[src/rtl/ram_arbiter_pkg.sv]
// Shared constants, FSM encoding and the byte-merge helper for the RAM arbiter.
// Replaces the old define file: address width, RAM size, full byte-enable mask.
package ram_arbiter_pkg;

    localparam int         RAM_ADDRESS_BITWIDTH = 12;
    localparam int         RAM_SIZE             = 1 << RAM_ADDRESS_BITWIDTH;
    localparam logic [3:0] BE_FULL              = 4'hF;

    typedef enum logic {
        RAMARB_IDLE  = 1'b0,
        RAMARB_MERGE = 1'b1
    } ArbState;

    // Per byte: take the store data where enabled, otherwise keep the old RAM word.
    function automatic logic [31:0] mergeBytes(input logic [3:0]  be,
                                               input logic [31:0] wdata,
                                               input logic [31:0] rdata);
        logic [31:0] merged;
        merged = '0;
        for (int i = 0; i < 4; i++) begin
            merged[8*i +: 8] = be[i] ? wdata[8*i +: 8] : rdata[8*i +: 8];
        end
        return merged;
    endfunction

endpackage

[src/rtl/ram_arbiter_if.sv]
// Bundle of the IF port, D port and RAM pins seen by the arbiter.
// slave = arbiter side, master = requesters plus RAM side.
interface ram_arbiter_if
    import ram_arbiter_pkg::*;
#(
    parameter int ADDR_W = RAM_ADDRESS_BITWIDTH
);

    logic              if_req_valid;
    logic              if_req_ready;
    logic [ADDR_W-1:0] if_addr;
    logic              if_rvalid;
    logic [31:0]       if_rdata;

    logic              d_req_valid;
    logic              d_req_ready;
    logic              d_we;
    logic [3:0]        d_be;
    logic [ADDR_W-1:0] d_addr;
    logic [31:0]       d_wdata;
    logic              d_rvalid;
    logic [31:0]       d_rdata;

    logic              ram_wren;
    logic [ADDR_W-1:0] ram_address;
    logic [31:0]       ram_write_data;
    logic [31:0]       ram_data;

    modport slave (
        input  if_req_valid, if_addr,
        input  d_req_valid, d_we, d_be, d_addr, d_wdata,
        input  ram_data,
        output if_req_ready, if_rvalid, if_rdata,
        output d_req_ready, d_rvalid, d_rdata,
        output ram_wren, ram_address, ram_write_data
    );

    modport master (
        output if_req_valid, if_addr,
        output d_req_valid, d_we, d_be, d_addr, d_wdata,
        output ram_data,
        input  if_req_ready, if_rvalid, if_rdata,
        input  d_req_ready, d_rvalid, d_rdata,
        input  ram_wren, ram_address, ram_write_data
    );

endinterface

[src/rtl/ram_rr_arbiter.sv]
// Two-way arbiter: req[0]/gnt[0] is the D port, req[1]/gnt[1] the IF port.
// With rr_en set, a tie goes to whichever port was not granted last; otherwise D wins.
module ram_rr_arbiter (
    input  logic       clk,
    input  logic       rst,
    input  logic [1:0] req,
    input  logic       en,
    input  logic       rr_en,
    output logic [1:0] gnt
);

    // ptr_q = 0 favours D, 1 favours IF; it moves on every grant.
    logic ptr_q, ptr_d;

    always_comb begin
        gnt   = 2'b00;
        ptr_d = ptr_q;
        if (en) begin
            if (req == 2'b11) begin
                gnt = (rr_en && ptr_q) ? 2'b10 : 2'b01;
            end else begin
                gnt = req;
            end
            if (gnt != 2'b00) begin
                ptr_d = gnt[0];
            end
        end
    end

    always_ff @(posedge clk) begin
        if (rst) begin
            ptr_q <= 1'b0;
        end else begin
            ptr_q <= ptr_d;
        end
    end

endmodule

[src/rtl/ram_arbiter.sv]
// Shares the single-port word RAM between instruction fetch and load/store,
// turning partial-word stores into a two-cycle read-modify-write.
module ram_arbiter
    import ram_arbiter_pkg::*;
#(
    parameter int ADDR_W = RAM_ADDRESS_BITWIDTH,
    parameter bit RR_EN  = 1'b1
) (
    input  logic         clk,
    input  logic         rst,
    ram_arbiter_if.slave bus
);

    localparam logic [ADDR_W-1:0] WORD_MASK = {{(ADDR_W-2){1'b1}}, 2'b00};

    ArbState           state_q, state_d;
    logic [3:0]        be_q, be_d;
    logic [31:0]       wdata_q, wdata_d;
    logic [ADDR_W-1:0] addr_q, addr_d;
    logic              ifRvalid_q, ifRvalid_d;
    logic              dRvalid_q, dRvalid_d;

    logic [1:0]        gnt;
    logic              arbEn;
    logic              ramWren;
    logic [ADDR_W-1:0] ramAddress;
    logic [31:0]       ramWriteData;

    assign arbEn = (state_q == RAMARB_IDLE) && !rst;

    ram_rr_arbiter u_rr (
        .clk   (clk),
        .rst   (rst),
        .req   ({bus.if_req_valid, bus.d_req_valid}),
        .en    (arbEn),
        .rr_en (RR_EN),
        .gnt   (gnt)
    );

    assign bus.d_req_ready  = gnt[0];
    assign bus.if_req_ready = gnt[1];

    always_comb begin
        state_d      = state_q;
        be_d         = be_q;
        wdata_d      = wdata_q;
        addr_d       = addr_q;
        ifRvalid_d   = 1'b0;
        dRvalid_d    = 1'b0;
        ramWren      = 1'b0;
        ramAddress   = '0;
        ramWriteData = '0;

        unique case (state_q)
            RAMARB_IDLE: begin
                if (gnt[1]) begin
                    ramAddress = bus.if_addr & WORD_MASK;
                    ifRvalid_d = 1'b1;
                end else if (gnt[0]) begin
                    if (!bus.d_we) begin
                        ramAddress = bus.d_addr & WORD_MASK;
                        dRvalid_d  = 1'b1;
                    end else if (bus.d_be == BE_FULL) begin
                        ramWren      = 1'b1;
                        ramAddress   = bus.d_addr & WORD_MASK;
                        ramWriteData = bus.d_wdata;
                    end else if (bus.d_be != 4'h0) begin
                        // Partial store: fetch the old word now, merge and write it next cycle.
                        ramAddress = bus.d_addr & WORD_MASK;
                        be_d       = bus.d_be;
                        wdata_d    = bus.d_wdata;
                        addr_d     = bus.d_addr & WORD_MASK;
                        state_d    = RAMARB_MERGE;
                    end
                end
            end
            RAMARB_MERGE: begin
                ramWren      = 1'b1;
                ramAddress   = addr_q;
                ramWriteData = mergeBytes(be_q, wdata_q, bus.ram_data);
                state_d      = RAMARB_IDLE;
            end
        endcase

        // Reset mid-merge must not let the pending write reach the RAM.
        if (rst) begin
            ramWren      = 1'b0;
            ramAddress   = '0;
            ramWriteData = '0;
        end
    end

    always_ff @(posedge clk) begin
        if (rst) begin
            state_q    <= RAMARB_IDLE;
            be_q       <= '0;
            wdata_q    <= '0;
            addr_q     <= '0;
            ifRvalid_q <= 1'b0;
            dRvalid_q  <= 1'b0;
        end else begin
            state_q    <= state_d;
            be_q       <= be_d;
            wdata_q    <= wdata_d;
            addr_q     <= addr_d;
            ifRvalid_q <= ifRvalid_d;
            dRvalid_q  <= dRvalid_d;
        end
    end

    assign bus.ram_wren       = ramWren;
    assign bus.ram_address    = ramAddress;
    assign bus.ram_write_data = ramWriteData;

    assign bus.if_rvalid = ifRvalid_q;
    assign bus.if_rdata  = ifRvalid_q ? bus.ram_data : 32'h0;
    assign bus.d_rvalid  = dRvalid_q;
    assign bus.d_rdata   = dRvalid_q ? bus.ram_data : 32'h0;

endmodule

[src/flat_wrapper.sv]
// flat-port wrapper written by rule: the top's interface ports become plain ports
module ram_arbiter_flat import ram_arbiter_pkg::*;
#(
    parameter int ADDR_W = RAM_ADDRESS_BITWIDTH,
    parameter bit RR_EN  = 1'b1
)
  (clk, rst, bus_if_req_valid, bus_if_addr, bus_d_req_valid, bus_d_we, bus_d_be, bus_d_addr, bus_d_wdata, bus_ram_data, bus_if_req_ready, bus_if_rvalid, bus_if_rdata, bus_d_req_ready, bus_d_rvalid, bus_d_rdata, bus_ram_wren, bus_ram_address, bus_ram_write_data);
  ram_arbiter_if #(.ADDR_W(ADDR_W)) bus_i ();
  input  logic clk;
  input  logic rst;
  input wire logic [$bits(bus_i.if_req_valid)-1:0] bus_if_req_valid;
  input wire logic [$bits(bus_i.if_addr)-1:0] bus_if_addr;
  input wire logic [$bits(bus_i.d_req_valid)-1:0] bus_d_req_valid;
  input wire logic [$bits(bus_i.d_we)-1:0] bus_d_we;
  input wire logic [$bits(bus_i.d_be)-1:0] bus_d_be;
  input wire logic [$bits(bus_i.d_addr)-1:0] bus_d_addr;
  input wire logic [$bits(bus_i.d_wdata)-1:0] bus_d_wdata;
  input wire logic [$bits(bus_i.ram_data)-1:0] bus_ram_data;
  output wire logic [$bits(bus_i.if_req_ready)-1:0] bus_if_req_ready;
  output wire logic [$bits(bus_i.if_rvalid)-1:0] bus_if_rvalid;
  output wire logic [$bits(bus_i.if_rdata)-1:0] bus_if_rdata;
  output wire logic [$bits(bus_i.d_req_ready)-1:0] bus_d_req_ready;
  output wire logic [$bits(bus_i.d_rvalid)-1:0] bus_d_rvalid;
  output wire logic [$bits(bus_i.d_rdata)-1:0] bus_d_rdata;
  output wire logic [$bits(bus_i.ram_wren)-1:0] bus_ram_wren;
  output wire logic [$bits(bus_i.ram_address)-1:0] bus_ram_address;
  output wire logic [$bits(bus_i.ram_write_data)-1:0] bus_ram_write_data;
  assign bus_i.if_req_valid = bus_if_req_valid;
  assign bus_i.if_addr = bus_if_addr;
  assign bus_i.d_req_valid = bus_d_req_valid;
  assign bus_i.d_we = bus_d_we;
  assign bus_i.d_be = bus_d_be;
  assign bus_i.d_addr = bus_d_addr;
  assign bus_i.d_wdata = bus_d_wdata;
  assign bus_i.ram_data = bus_ram_data;
  assign bus_if_req_ready = bus_i.if_req_ready;
  assign bus_if_rvalid = bus_i.if_rvalid;
  assign bus_if_rdata = bus_i.if_rdata;
  assign bus_d_req_ready = bus_i.d_req_ready;
  assign bus_d_rvalid = bus_i.d_rvalid;
  assign bus_d_rdata = bus_i.d_rdata;
  assign bus_ram_wren = bus_i.ram_wren;
  assign bus_ram_address = bus_i.ram_address;
  assign bus_ram_write_data = bus_i.ram_write_data;
  ram_arbiter #(.ADDR_W(ADDR_W), .RR_EN(RR_EN)) u_core (.clk(clk), .rst(rst), .bus(bus_i));
endmodule
[config.mk]
export PLATFORM = sky130hd
export DESIGN_NAME = ram_arbiter_flat
export DESIGN_NICKNAME = d
export VERILOG_FILES = /design/src/rtl/ram_arbiter_pkg.sv /design/src/rtl/ram_arbiter_if.sv /design/src/rtl/ram_rr_arbiter.sv /design/src/rtl/ram_arbiter.sv /design/src/flat_wrapper.sv
export SDC_FILE = /design/constraint.sdc
export NUM_CORES = 1
export LEC_CHECK = 0
export ABC_AREA = 1
export ABC_CLOCK_PERIOD_IN_PS = 2100
export BUFFER_PORTS_ARGS = -buffer_cell sky130_fd_sc_hd__buf_2
export CAP_MARGIN = 10
export CORE_UTILIZATION = 40
export DETAILED_ROUTE_END_ITERATION = 8
export GPL_TIMING_DRIVEN = 0
export PLACE_DENSITY = 0.83
export SYNTH_ARGS = -nofsm -noshare
export SYNTH_HDL_FRONTEND = slang
export SYNTH_HIERARCHICAL = 1
export SYNTH_SLANG_ARGS = --single-unit
export TNS_END_PERCENT = 30
[constraint.sdc]
create_clock -name clk -period 2.1 [get_ports clk]
set_input_delay 0.21 -clock clk [delete_from_list [all_inputs] [get_ports clk]]
set_output_delay 0.21 -clock clk [all_outputs]
set_load 0.005 [all_outputs]
# Word-level counts from Yosys, hierarchy flattened
# Index checks and enable logic that the tools add are counted.
# word_totals
register_bits,50
in_bits,97
elab_cells,58
# classes
bitwise,4
mux,37
n_eq_ne,2
n_reduce_logical,8
# ops
op,n
32-bit 2-to-1 mux,7
12-bit 2-to-1 mux,6
32-bit one-hot mux with 2 select lines,1
8-bit 2-to-1 mux,4
12-bit one-hot mux with 2 select lines,1
1-bit 2-to-1 mux,12
2-bit 2-to-1 mux,4
6-bit AND reduction,1
4-bit equality test (second input constant),1
1-bit inverter,4
1-bit one-hot mux with 2 select lines,2
4-bit nonzero test,1
4-bit OR reduction,1
2-bit equality test (second input constant),1
2-bit AND reduction,1
2-bit nonzero test,1
2-bit OR reduction,1
1-bit logical AND,1
1-bit logical NOT,1

# Depth between registers and ports, before layout
# logic_depth
ltp_word,8
mapped_depth,11
ltp_nobuf,9

# Modules after synthesis
# Netlist, hierarchy kept.
# modules_own_cells
module,n_inst,seq_area_each_um2,cells_per_inst,area_per_inst_um2
ram_arbiter,1,980.9,690,3799.9
ram_rr_arbiter,1,20.0,13,81.3

# Worst setup path before layout
# No wires, ideal clock.
# synth_path
path_type,input -> output
from,input rst
to,output bus_ram_write_data[10]
n_path_buf,2
arrival_ns,1.586
setup_slack_ns,0.304
stages,9
required_ns,1.890
cell_sequence,clkbuf_1 > nor2_1 > nand3_1 > inv_1 > nand2_1 > nor2_4 > buf_1 > nand4_1 > a21oi_1
# synth_between
elab_chain_cells,7
# synth_rtl
element,line_no,rtl
from (decl),flat_wrapper.sv:10,input logic rst;
1-bit logical NOT,ram_arbiter.sv:29,assign arbEn = (state_q == RAMARB_IDLE) && !rst;
1-bit logical AND,ram_arbiter.sv:29,
net u_core.arbEn,ram_arbiter.sv:24,logic arbEn;
2-bit 2-to-1 mux,ram_rr_arbiter.sv:18,if (en) begin
net bus_d_req_ready,flat_wrapper.sv:22,output wire logic [$bits(bus_i.d_req_ready)-1:0] bus_d_req_ready;
32-bit 2-to-1 mux,ram_arbiter.sv:59,end else if (gnt[0]) begin
32-bit 2-to-1 mux,ram_arbiter.sv:56,if (gnt[1]) begin
32-bit one-hot mux with 2 select lines,ram_arbiter.sv:54,unique case (state_q)
32-bit 2-to-1 mux,ram_arbiter.sv:86,if (rst) begin
to (decl),flat_wrapper.sv:27,output wire logic [$bits(bus_i.ram_write_data)-1:0] bus_ram_write_data;
# The timed path passes the listed nets, and every way through them passes these cells.

# Worst setup path in the final report
# layout_path
from,register u_core.state_q
to,output bus_ram_write_data[13]
# layout_between
elab_chain_cells,7
# layout_rtl
element,line_no,rtl
from (decl),ram_arbiter.sv:16,"ArbState state_q, state_d;"
from (signal assigned),ram_arbiter.sv:102,state_q <= state_d;
1-bit inverter (no line) *,--,
1-bit logical AND *,ram_arbiter.sv:29,
net u_core.arbEn,ram_arbiter.sv:24,
2-bit 2-to-1 mux *,ram_rr_arbiter.sv:18,
32-bit 2-to-1 mux,ram_arbiter.sv:59,
32-bit 2-to-1 mux *,ram_arbiter.sv:56,
32-bit one-hot mux with 2 select lines *,ram_arbiter.sv:54,
32-bit 2-to-1 mux *,ram_arbiter.sv:86,
# Mark *: on every way through the listed nets, which the timed path passes. The rest lies on a longest branch.

==> qor.yml <==
global_routing:
  vias_in_the_first_global_route: 4390
  overflow: 0
  maximum_number_of_pins_on_one_net_before_global_route_repair: 17
  grt_util_all_layers_pct: 26.1
  grt_antenna_before_repair: 0
  grt_pass1_wl_mm: 20.9
floorplan:
  floorplan.rows: 35
  initial_core_util_pct: 41.6
  die_x_um: 101
  placeableCoreArea_um2: 9330
  ios: 210
  fp.dieH_um: 101
  die_area_um2: 10100
clock_network:
  cts_tree: "done"
  cts.clk_slew.worst_paths_ns: 0.10
  cts_hold_buffers: 0
  bufs_on_longest_clock_path: 2
  clock_insertion_delay_worst_skew_ns: 0.31
  level_count_of_the_clock_h_tree: 2
  cts_made_buffers: 5
  numClockSinks: 50
  clock_root_buffer_master: "sky130_fd_sc_hd__clkbuf_8"
synth:
  ys_warn_count: 6
  synthesized_area_fraction_occupied_by_and_or_nand_nor_cells_pct: 36.0
  most_common_library_cells_after_synthesis: "149 x sky130_fd_sc_hd__inv_1, 119 x sky130_fd_sc_hd__nand2_1, 98 x sky130_fd_sc_hd__nor2_1"
  post_synth_mux_area_share_pct: 0
  syn_area_per_cell_um2: 5.52
  synth-edff-count: 0
  post_synth_instance_area_um2: 3880
  yosys.cell_types.count: 23
  ys_ff_latch: 50
  yosys.cell_count.top_type: "sky130_fd_sc_hd__inv_1"
  synth_top_family_by_area: "simple AND/OR/NAND/NOR gates"
  synth_area_leaders: "sky130_fd_sc_hd__dfxtp_1 26%, sky130_fd_sc_hd__inv_1 14%, sky130_fd_sc_hd__nand2_1 12%"
  area_fraction_in_compound_gates_after_synthesis_pct: 17.1
  yosys.area_share.adder_pct: 0
  synth-seq-area-share_pct: 25.8
  syn-instance-count: 703
  synth_area_leader_cell: "sky130_fd_sc_hd__dfxtp_1"
  dominantRegCellSynth: "sky130_fd_sc_hd__dfxtp_1"
  postSynth.asyncResetShare_pct: 0
  synth_largest_type_area_fraction_pct: 25.8
  xor_xnor_fraction_of_synth_area_pct: 0
setup_path:
  arrival_ns: 1.87
  maximum_fanout_count_along_the_critical_path: 7
  critPathMostFrequentCell: "sky130_fd_sc_hd__nor2_4"
  critPathMaxStageDelay_ns: 0.38
  cp_slowest_cell: "sky130_fd_sc_hd__dfxtp_4"
  required_ns: 1.89
  worst_path_dominant_cell_family: "buffers and inverters"
  critical_setup_path_kind: "flip-flop to output port"
  timing.critical_path.cells: "nor2_4, nand2_2, a21oi_4, nor2_4, buf_12, clkbuf_16, nand4_1, a21oi_1, buf_2"
  worstPathBufferInverterCount: 3
  worst_setup_path_end_kind: "output port"
  timing.critical_path.from_type: "flip-flop"
routing:
  drt_iter0_markers: 206
  detail_route.drc_violations: 0
  detail_route.wl_per_cell_um: 12.6
  drt_pass_1_iters: 5
  ant_nets: 0
  vias_per_cell: 4.80
  vias: 5056
  routed_wl_mm: 13.3
timing:
  slew_headroom_pct: 62.7
  finalSetupViolCount: 0
  hold_violations: 0
  report.final.slew_viol_count: 0
  period_needed_ns: 2.08
  min_period_over_period_pct: 99.1
  max_freq_mhz: 481
  tightest_slew_ns: 0.560
  worst_clk_skew_ns: 0.0114
  setup_repair_after_global_routing_missed_its_margin: "true"
  hold_slack_ns: 0.120
placed_design:
  placedCellCount: 1037
  hpwl_mm: 9.87
  gp_congestion: 0.800
  count_of_buffers_inserted_at_the_top_level_ports: 203
final_layout:
  fin_nets: 1020
  syn2layout_area_growth_pct: 38.4
  ratio_of_cells_with_drive_above_1_in_the_final_layout_pct: 29.4
  num_antenna_cells: 0
  layout.cells.non_filler: 1053
hold_path:
  hp-class: "input pin to flip-flop"
power:
  pwr_density_nw_per_um2: 425
  leakage_nw: 3.24
  ir_drop_mv: 0.278
outcome:
  run_status: "complete, no violations"
job:
  maxCapViolations: 0
## worst paths after layout
kind / startpoint / to / slack (ns) / cells past startpoint
setup / recovery: u_core/state_q / bus_ram_write_data[13] / 0.02 / 9
hold / removal: bus_d_we / u_core/bus.d_rvalid / 0.12 / 2
setup reg to reg: u_core/state_q / u_core/wdata_q[29] / 0.20 / 11
hold reg to reg: u_core/wdata_q[15] / u_core/wdata_q[15] / 0.49 / 2
## worst reg2reg max path, stage by stage (launching register included)
cell                      delay [ns]
sky130_fd_sc_hd__dfxtp_4        0.38
sky130_fd_sc_hd__nor2_4         0.14
sky130_fd_sc_hd__nand2_2        0.09
sky130_fd_sc_hd__a21oi_4        0.27
sky130_fd_sc_hd__nor2_4         0.09
sky130_fd_sc_hd__buf_12         0.15
sky130_fd_sc_hd__buf_4          0.13
sky130_fd_sc_hd__o21ai_2        0.11
sky130_fd_sc_hd__nor2_8         0.09
sky130_fd_sc_hd__buf_6          0.16
sky130_fd_sc_hd__nor2_1         0.13
sky130_fd_sc_hd__nor2_1         0.06
## metrics by stage
stage	total power, mW	utilization (%)	cell area, um^2	setup TNS [ns]	worst slack [ns]
3_5_place_dp	1.57	54.3	5070	-17.56	-0.411
2_1_floorplan	1.33	-	3890	0	0.304
3_3_place_gp	1.56	54.3	5070	-17.44	-0.440
6_report	2.28	57.6	5370	0	0.0189
5_1_grt	2.42	57.6	5370	-1.58	-0.0848
4_1_cts	2.28	56.7	5290	0	0.0124
## report_power, final
| group | leakage [nW] | switching (mW) | internal (mW) |
|---|---|---|---|
| clock network | 0.0585 | 0.340 | 0.358 |
| logic | 2.77 | 0.336 | 0.230 |
| registers | 0.408 | 0.0255 | 0.994 |
## cell type report
| cell class | instances | area (um^2) |
|---|---|---|
| clock inverter | 3 | 43.8 |
| sequential | 50 | 1000 |
| multi-input combinational | 451 | 2120 |
| clock buffer | 5 | 68.8 |
| fill | 1006 | 3960 |
| inverter | 150 | 563 |
| timing repair buffer | 212 | 1120 |
| tap | 129 | 161 |
| buffer | 53 | 287 |
## sequential cells by signal, indices dropped and copies added, names as in the netlist
signal and cells:
u_core/addr_q 10, u_core/be_q 4, u_core/bus.d_rvalid 1, u_core/bus.if_rvalid 1
u_core/state_q 1, u_core/u_rr/ptr_q 1, u_core/wdata_q 32
## cells by family after synthesis
kind of cell,Yosys count
buf+inv,204
flops,50
other cells,2
compound gates,130
simple gates,317
## per-layer routing
| metal | share of wire [%] | vias to the layer above | global-route usage (%) |
|---|---|---|---|
| met2 | 49 | 220 | 46.2 |
| li1 | - | 2609 | - |
| met3 | 7.4 | 11 | 3.81 |
| met5 | 0 | - | 0 |
| met1 | 42 | 2216 | 33.2 |
| met4 | 1.3 | 0 | 6.35 |
## cells in the final DEF (no fill, tap or decap), types with 4 or more instances in the layout
master                     netlist  final
sky130_fd_sc_hd__inv_1         149    148
sky130_fd_sc_hd__a21oi_1        85     80
sky130_fd_sc_hd__o21ai_0        42     42
sky130_fd_sc_hd__clkbuf_2        0      7
sky130_fd_sc_hd__clkbuf_8        0      5
sky130_fd_sc_hd__buf_2          15    218
sky130_fd_sc_hd__dfxtp_1        50     49
sky130_fd_sc_hd__nor2_4          3      5
sky130_fd_sc_hd__buf_1           8      4
sky130_fd_sc_hd__nor2_1         98     96
sky130_fd_sc_hd__a21oi_2         2      6
sky130_fd_sc_hd__buf_4           4      9
sky130_fd_sc_hd__buf_6           2      7
sky130_fd_sc_hd__clkbuf_1       25     17
sky130_fd_sc_hd__nand4_1        32     32
sky130_fd_sc_hd__nand2_1       119    118
sky130_fd_sc_hd__nand3_1        60     60
sky130_fd_sc_hd__conb_1          2      4
## repair_timing
item,in CTS,in global routing
resized for setup,22,23
setup endpoints to repair,40,43
gates cloned,2,1
buffers inserted,4,2
pin swaps,3,5
Power figures use the tool's default switching activity.
